$ cat src/rtl/period_meter.sv
// Period / high-time meter for a slow asynchronous square wave.
// The input is brought into the clk domain with a two-flop synchronizer plus
// one extra flop, which gives a one-cycle rising-edge strobe. Between two
// strobes one counter runs every cycle and a second one runs only while the
// synced level is high. On each strobe both counts are published together
// with a single-cycle valid pulse. If no strobe arrives for TIMEOUT cycles,
// the meter raises timeout and re-arms. The next edge then only restarts
// counting and does not publish a result.
//
//   state   | meaning
//   --------+-------------------------------------------------------------
//   ARMED   | waiting for a first edge; counters parked at 0, no results
//   MEASURE | counting since the last edge; next edge publishes a result
module period_meter #(
  parameter int unsigned     WIDTH   = 18,
  parameter logic [WIDTH-1:0] TIMEOUT = {WIDTH{1'b1}}
) (
  input  logic             clk,
  input  logic             reset,
  input  logic             sig_in,
  output logic [WIDTH-1:0] period,
  output logic [WIDTH-1:0] high_time,
  output logic             meas_valid,
  output logic             timeout
);

  typedef enum logic {
    ARMED   = 1'b0,
    MEASURE = 1'b1
  } state_t;

  state_t state_q, state_d;

  logic s1_q, s2_q, s3_q;
  logic rise;

  logic [WIDTH-1:0] cnt_q, cnt_d;
  logic [WIDTH-1:0] hi_cnt_q, hi_cnt_d;
  logic [WIDTH-1:0] period_q, period_d;
  logic [WIDTH-1:0] high_q, high_d;
  logic             valid_q, valid_d;
  logic             timeout_q, timeout_d;

  // s1/s2 form the metastability filter; s3 is one cycle behind s2 so that
  // rise is a one-cycle strobe.
  always_ff @(posedge clk or negedge reset) begin
    if (!reset) begin
      s1_q <= 1'b0;
      s2_q <= 1'b0;
      s3_q <= 1'b0;
    end else begin
      s1_q <= sig_in;
      s2_q <= s1_q;
      s3_q <= s2_q;
    end
  end

  assign rise = s2_q & ~s3_q;

  // State, counters and published results.
  always_ff @(posedge clk or negedge reset) begin
    if (!reset) begin
      state_q   <= ARMED;
      cnt_q     <= '0;
      hi_cnt_q  <= '0;
      period_q  <= '0;
      high_q    <= '0;
      valid_q   <= 1'b0;
      timeout_q <= 1'b0;
    end else begin
      state_q   <= state_d;
      cnt_q     <= cnt_d;
      hi_cnt_q  <= hi_cnt_d;
      period_q  <= period_d;
      high_q    <= high_d;
      valid_q   <= valid_d;
      timeout_q <= timeout_d;
    end
  end

  // Next-state and counter logic. An edge takes priority over the timeout
  // compare, so a period of exactly TIMEOUT cycles is still reported. The
  // counters saturate at TIMEOUT. The timeout compare normally leaves MEASURE
  // before saturation is reached, so saturation is only a guard against wrap.
  always_comb begin
    state_d   = state_q;
    cnt_d     = cnt_q;
    hi_cnt_d  = hi_cnt_q;
    period_d  = period_q;
    high_d    = high_q;
    valid_d   = 1'b0;
    timeout_d = timeout_q;

    case (state_q)
      ARMED: begin
        cnt_d    = '0;
        hi_cnt_d = '0;
        if (rise) begin
          state_d   = MEASURE;
          cnt_d     = WIDTH'(1);
          hi_cnt_d  = WIDTH'(1);
          timeout_d = 1'b0;
        end
      end

      MEASURE: begin
        if (rise) begin
          period_d = cnt_q;
          high_d   = hi_cnt_q;
          valid_d  = 1'b1;
          cnt_d    = WIDTH'(1);
          hi_cnt_d = WIDTH'(1);
        end else if (cnt_q == TIMEOUT) begin
          state_d   = ARMED;
          timeout_d = 1'b1;
          cnt_d     = '0;
          hi_cnt_d  = '0;
        end else begin
          if (cnt_q != TIMEOUT) begin
            cnt_d = cnt_q + WIDTH'(1);
          end
          if (s2_q && (hi_cnt_q != TIMEOUT)) begin
            hi_cnt_d = hi_cnt_q + WIDTH'(1);
          end
        end
      end

      default: begin
        state_d  = ARMED;
        cnt_d    = '0;
        hi_cnt_d = '0;
      end
    endcase
  end

  assign period     = period_q;
  assign high_time  = high_q;
  assign meas_valid = valid_q;
  assign timeout    = timeout_q;

endmodule

$ cat config.mk
export PLATFORM = sky130hd
export DESIGN_NAME = period_meter
export DESIGN_NICKNAME = d
export VERILOG_FILES = /design/src/rtl/period_meter.sv
export SDC_FILE = /design/constraint.sdc
export NUM_CORES = 1
export LEC_CHECK = 0
export ABC_CLOCK_PERIOD_IN_PS = 2700
export CAP_MARGIN = 20
export CORE_MARGIN = 2
export CORE_UTILIZATION = 55
export CTS_CLUSTER_DIAMETER = 60
export DETAILED_ROUTE_END_ITERATION = 6
export GPL_ROUTABILITY_DRIVEN = 1
export GPL_TIMING_DRIVEN = 0
export PLACE_DENSITY_LB_ADDON = 0.08
export REMOVE_ABC_BUFFERS = 1
export SLEW_MARGIN = 15
export SYNTH_ARGS = -nofsm -noshare
export SYNTH_HDL_FRONTEND = slang
export SYNTH_SLANG_ARGS = --single-unit
export TNS_END_PERCENT = 10
$ cat constraint.sdc
create_clock -name clk -period 2.7 [get_ports clk]
set_input_delay 0.54 -clock clk [delete_from_list [all_inputs] [get_ports clk]]
set_output_delay 0.54 -clock clk [all_outputs]
set_load 0.1 [all_outputs]
==> impl_summary.log, run 1 <==
INFO  metric worst_r2r_path_depth = 6
INFO  metric root_buffer = clkbuf_8
INFO  metric grt_pass1_wl = 11.20 mm
INFO  metric htree_num_levels = 3
INFO  metric static_power_due_to_leakage = 1.962 nW
INFO  metric setup-violations-final = 0
INFO  metric synthesized_cell_area = 3410 um^2
INFO  metric clock_insertion_delay_worst_skew = 0.35 ns
INFO  metric clkTransAtPathRegs = 0.08 ns
INFO  metric leading_cell_type_in_the_layout_fill_and_taps_excluded = nand2_1
INFO  metric share_of_cells_above_drive_strength_1 = 7.692%
INFO  metric synthArstFlopShare = 100.0%
INFO  metric wire_per_inst = 13.68 um
INFO  metric final_antenna_net_count = 0
INFO  metric die_area = 6845 um^2
INFO  metric timing.slew.headroom = 34.80%
INFO  metric die_h = 82.74 um
INFO  metric vdd.ir_drop.worst = 626.5 uV
INFO  metric post_cts_repair_setup_buffers = 0
INFO  metric core_area = 5956 um^2
INFO  metric tritoncts = done
INFO  metric timing_worst_setup_path_type = reg2reg
INFO  metric antenna_found_initial = 0
INFO  metric worst_setup_path_start_kind = flop
INFO  metric first_global_vias = 2368
INFO  metric finalHoldViolations = 0
INFO  metric synth_xor_xnor_area_share = 6.679%
INFO  metric power.total = 2.904 mW
INFO  metric cts_sinks = 78
INFO  metric p_comb_share = 17.7%
INFO  metric rrSetupSlack = 0.25 ns
INFO  metric seqCellArea = 1952 um^2
INFO  metric power_per_unit_of_standard_cell_area = 702.9 nW/um^2
INFO  metric finalMaxSlewViolations = 0
INFO  metric synth-compound-area-share = 5.505%
INFO  metric layout.nets = 390
INFO  metric cts.path.max_buffers = 2
INFO  metric max_cap_viol_count = 0
INFO  metric clkPwrFrac = 37.1%
INFO  metric grt_max_degree = 46
INFO  metric rr_startpoint = cnt_q[0]$_DFF_PN0_
INFO  metric arrival = 2.69 ns
INFO  metric fin_skew = 0.01004 ns
INFO  metric route.vias.total = 2517
INFO  metric critical_path.max_fanout = 34
INFO  metric drt-pass1-iter-count = 4
INFO  metric finalHoldWorstSlack = 0.1330 ns
INFO  metric critPathCaptureType = flop
INFO  metric switching_share = 30.01%
INFO  metric synth-seq-area-share = 57.25%
INFO  metric synth_top_family_by_area = simple AND/OR/NAND/NOR gates
INFO  metric critical_path.reg2reg.endpoint = hi_cnt_q[7]$_DFFE_PN0P_
INFO  metric drt_iter0_drc = 142
INFO  metric initial_core_utilization = 57.25%
INFO  metric m1WireLength = 3.206 mm
INFO  metric number_of_synthesized_flops_with_an_enable_pin = 0
INFO  metric cts_made_buffers = 9
INFO  metric topRoutingLayerUsed = met4
INFO  metric finish.instance_area = 4131 um^2
INFO  metric cp_data_required_time = 2.95 ns
INFO  metric rows = 28
INFO  metric min_period = 2.446 ns
INFO  metric post_drt_via_cell_ratio = 5.413
INFO  metric avgSynthCellArea = 9.854 um^2
INFO  metric synth-simple-area-share = 25.91%
INFO  metric ys_ff_latch = 78
INFO  metric synth_largest_type_area_fraction = 57.25%
INFO  metric placed_cell_area = 3879 um^2
INFO  metric synth_top_cells_by_area = dfrtp_1, nand2_1, xor2_1, nor2_1, xnor2_1
INFO  metric io-pin-count = 41
INFO  metric post_synth_inst_count = 346
INFO  metric layout.cells.most_common_list = nand2_1, dfrtp_1, clkdlybuf4s50_1, nor2_1, xor2_1
INFO  metric synth_mux_area_share = 0.2936%
INFO  metric adder_cell_fraction_of_synth_area = 0.7339%
INFO  metric n_fill_cell = 497
INFO  metric antenna-diode-count = 0
INFO  metric place.detailed.hpwl = 4.033 mm
INFO  metric multiInputGateArea = 1343 um^2
INFO  metric globalplace.congestion = 0.7704
INFO  metric cts_hold_repair.buffers = 0
INFO  metric portBuffers = 40
INFO  metric synth-main-ff-cell = dfrtp_1
INFO  metric met3WireLength = 220 um
INFO  metric synthDistinctLibCells = 46
INFO  metric finish.utilization = 69.37%
INFO  metric tightest_slew = 0.9750 ns
INFO  metric netlist.top_cell.by_area = dfrtp_1
INFO  metric cts-resized-gates = 0
INFO  metric yosys_warnings = 0
INFO  metric run_status = complete, no violations
INFO  metric hold_path.class = in2async
INFO  metric grt_overflow = 0
INFO  metric achievable-frequency = 408.8 MHz
INFO  metric pre_cts_setup_slack = 0.2421 ns
INFO  metric power.switching = 871.6 uW
INFO  metric area.growth.synth_to_final = 21.17%
INFO  metric layout_setup_ws = 0.2538 ns
INFO  metric grt_setup_unrepaired = false
INFO  metric detailroute.wirelength.met2 = 2.804 mm
INFO  metric total_track_usage = 21.67%
INFO  metric finalWirelength = 6.360 mm
INFO  metric drcViolationCount = 0
INFO  metric die_width = 82.74 um
INFO  metric p_int = 2.033 mW
INFO  metric final_clock_period_utilization_by_the_worst_path = 90.60%
INFO  metric pwr-share-seq = 45.1%
==> metrics by stage <==
step	std cells	setup TNS, ns
finish	465	0
global route	465	0
CTS	465	0
detailed placement	449	0
global placement	446	-147.30
floorplan	331	0
==> critical path: stages, from the launching register on <==
cell	delay, ns
dfrtp_1	0.44
ha_1	0.22
and3_1	0.27
nand4_1	0.23
o211ai_4	0.81
nor2_1	0.09
a31o_2	0.28
==> power by group through the flow <==
stage / Sequential, mW / Clock (mW) / Combinational [mW]
CTS: 1.31 / 1.09 / 0.518
global placement: 1.33 / 0 / 0.493
floorplan: 1.58 / 0 / 0.112
global route: 1.32 / 1.13 / 0.559
detailed placement: 1.33 / 0 / 0.515
finish: 1.31 / 1.08 / 0.515
==> flip-flops by register name (all words and copies together), names as in the netlist <==
signal,cells
cnt_q,18
state_q,1
hi_cnt_q,18
timeout,1
meas_valid,1
s1_q,1
s3_q,1
high_time,18
period,18
s2_q,1
==> worst max-delay path by stage <==
stage	slack [ns]	cells past startpoint	endpoint	from
6_report	0.25	6	hi_cnt_q[7]$_DFFE_PN0P_	cnt_q[0]$_DFF_PN0_
5_1_grt	0.04	6	hi_cnt_q[7]$_DFFE_PN0P_	cnt_q[0]$_DFF_PN0_
4_1_cts	0.23	6	high_time[6]$_DFFE_PN0P_	s2_q$_DFF_PN0_
3_5_place_dp	0.24	6	hi_cnt_q[7]$_DFFE_PN0P_	cnt_q[0]$_DFF_PN0_
3_3_place_gp	-1.59	1	high_time[8]$_DFFE_PN0P_	reset
2_1_floorplan	0.32	4	high_time[0]$_DFFE_PN0P_	s2_q$_DFF_PN0_
==> cells in the mapped netlist (all sizes together), types with 4 or more instances <==
library cell	instances
xnor2	11
clkbuf	4
a21oi	5
a211oi	4
buf	10
dfrtp	78
nand2	112
inv	5
xor2	15
and3	8
nand4	12
o21ai	8
and4	7
nor2	32
nand3	5
nor3	5
==> layout make-up <==
cell class	instances	area share, %
sequential	78	47.24
multi-input combinational	247	32.50
timing repair buffer	43	11.33
clock buffer	13	3.846
tap	75	2.271
clock inverter	3	2.180
inverter	6	0.6360
==> routing by layer <==
layer  vias up  global-route usage (%)
met4         0                   9.508
met2        56                   31.61
met1      1227                   31.63
li1       1221                       -
met5         -                       0
met3        13                   4.130
==> cell families after synthesis <==
family / count (synthesis)
and+or+nand+nor: 191
DFF: 78
muxes: 1
buffers and inverters: 21
AOI/OAI and AO/OA: 27
xor gates and xnor gates: 26
adders and majority gates: 2
(Power assumes the default switching activity.)
==> run 2, diff against run 1 <==
==> constraint.sdc (replaced) <==
create_clock -name clk -period 2.7 [get_ports clk]
set_input_delay 0.405 -clock clk [delete_from_list [all_inputs] [get_ports clk]]
set_output_delay 0.405 -clock clk [all_outputs]
set_load 0.1 [all_outputs]
==> results of run 2 <==
Same layout as run 1 (identical final DEF). Status: complete, but fails checks: hold timing.
Main changes from that run: hold slack 0.1330 ns -> -0.001961 ns; number of hold violations in the final report 0 -> 2
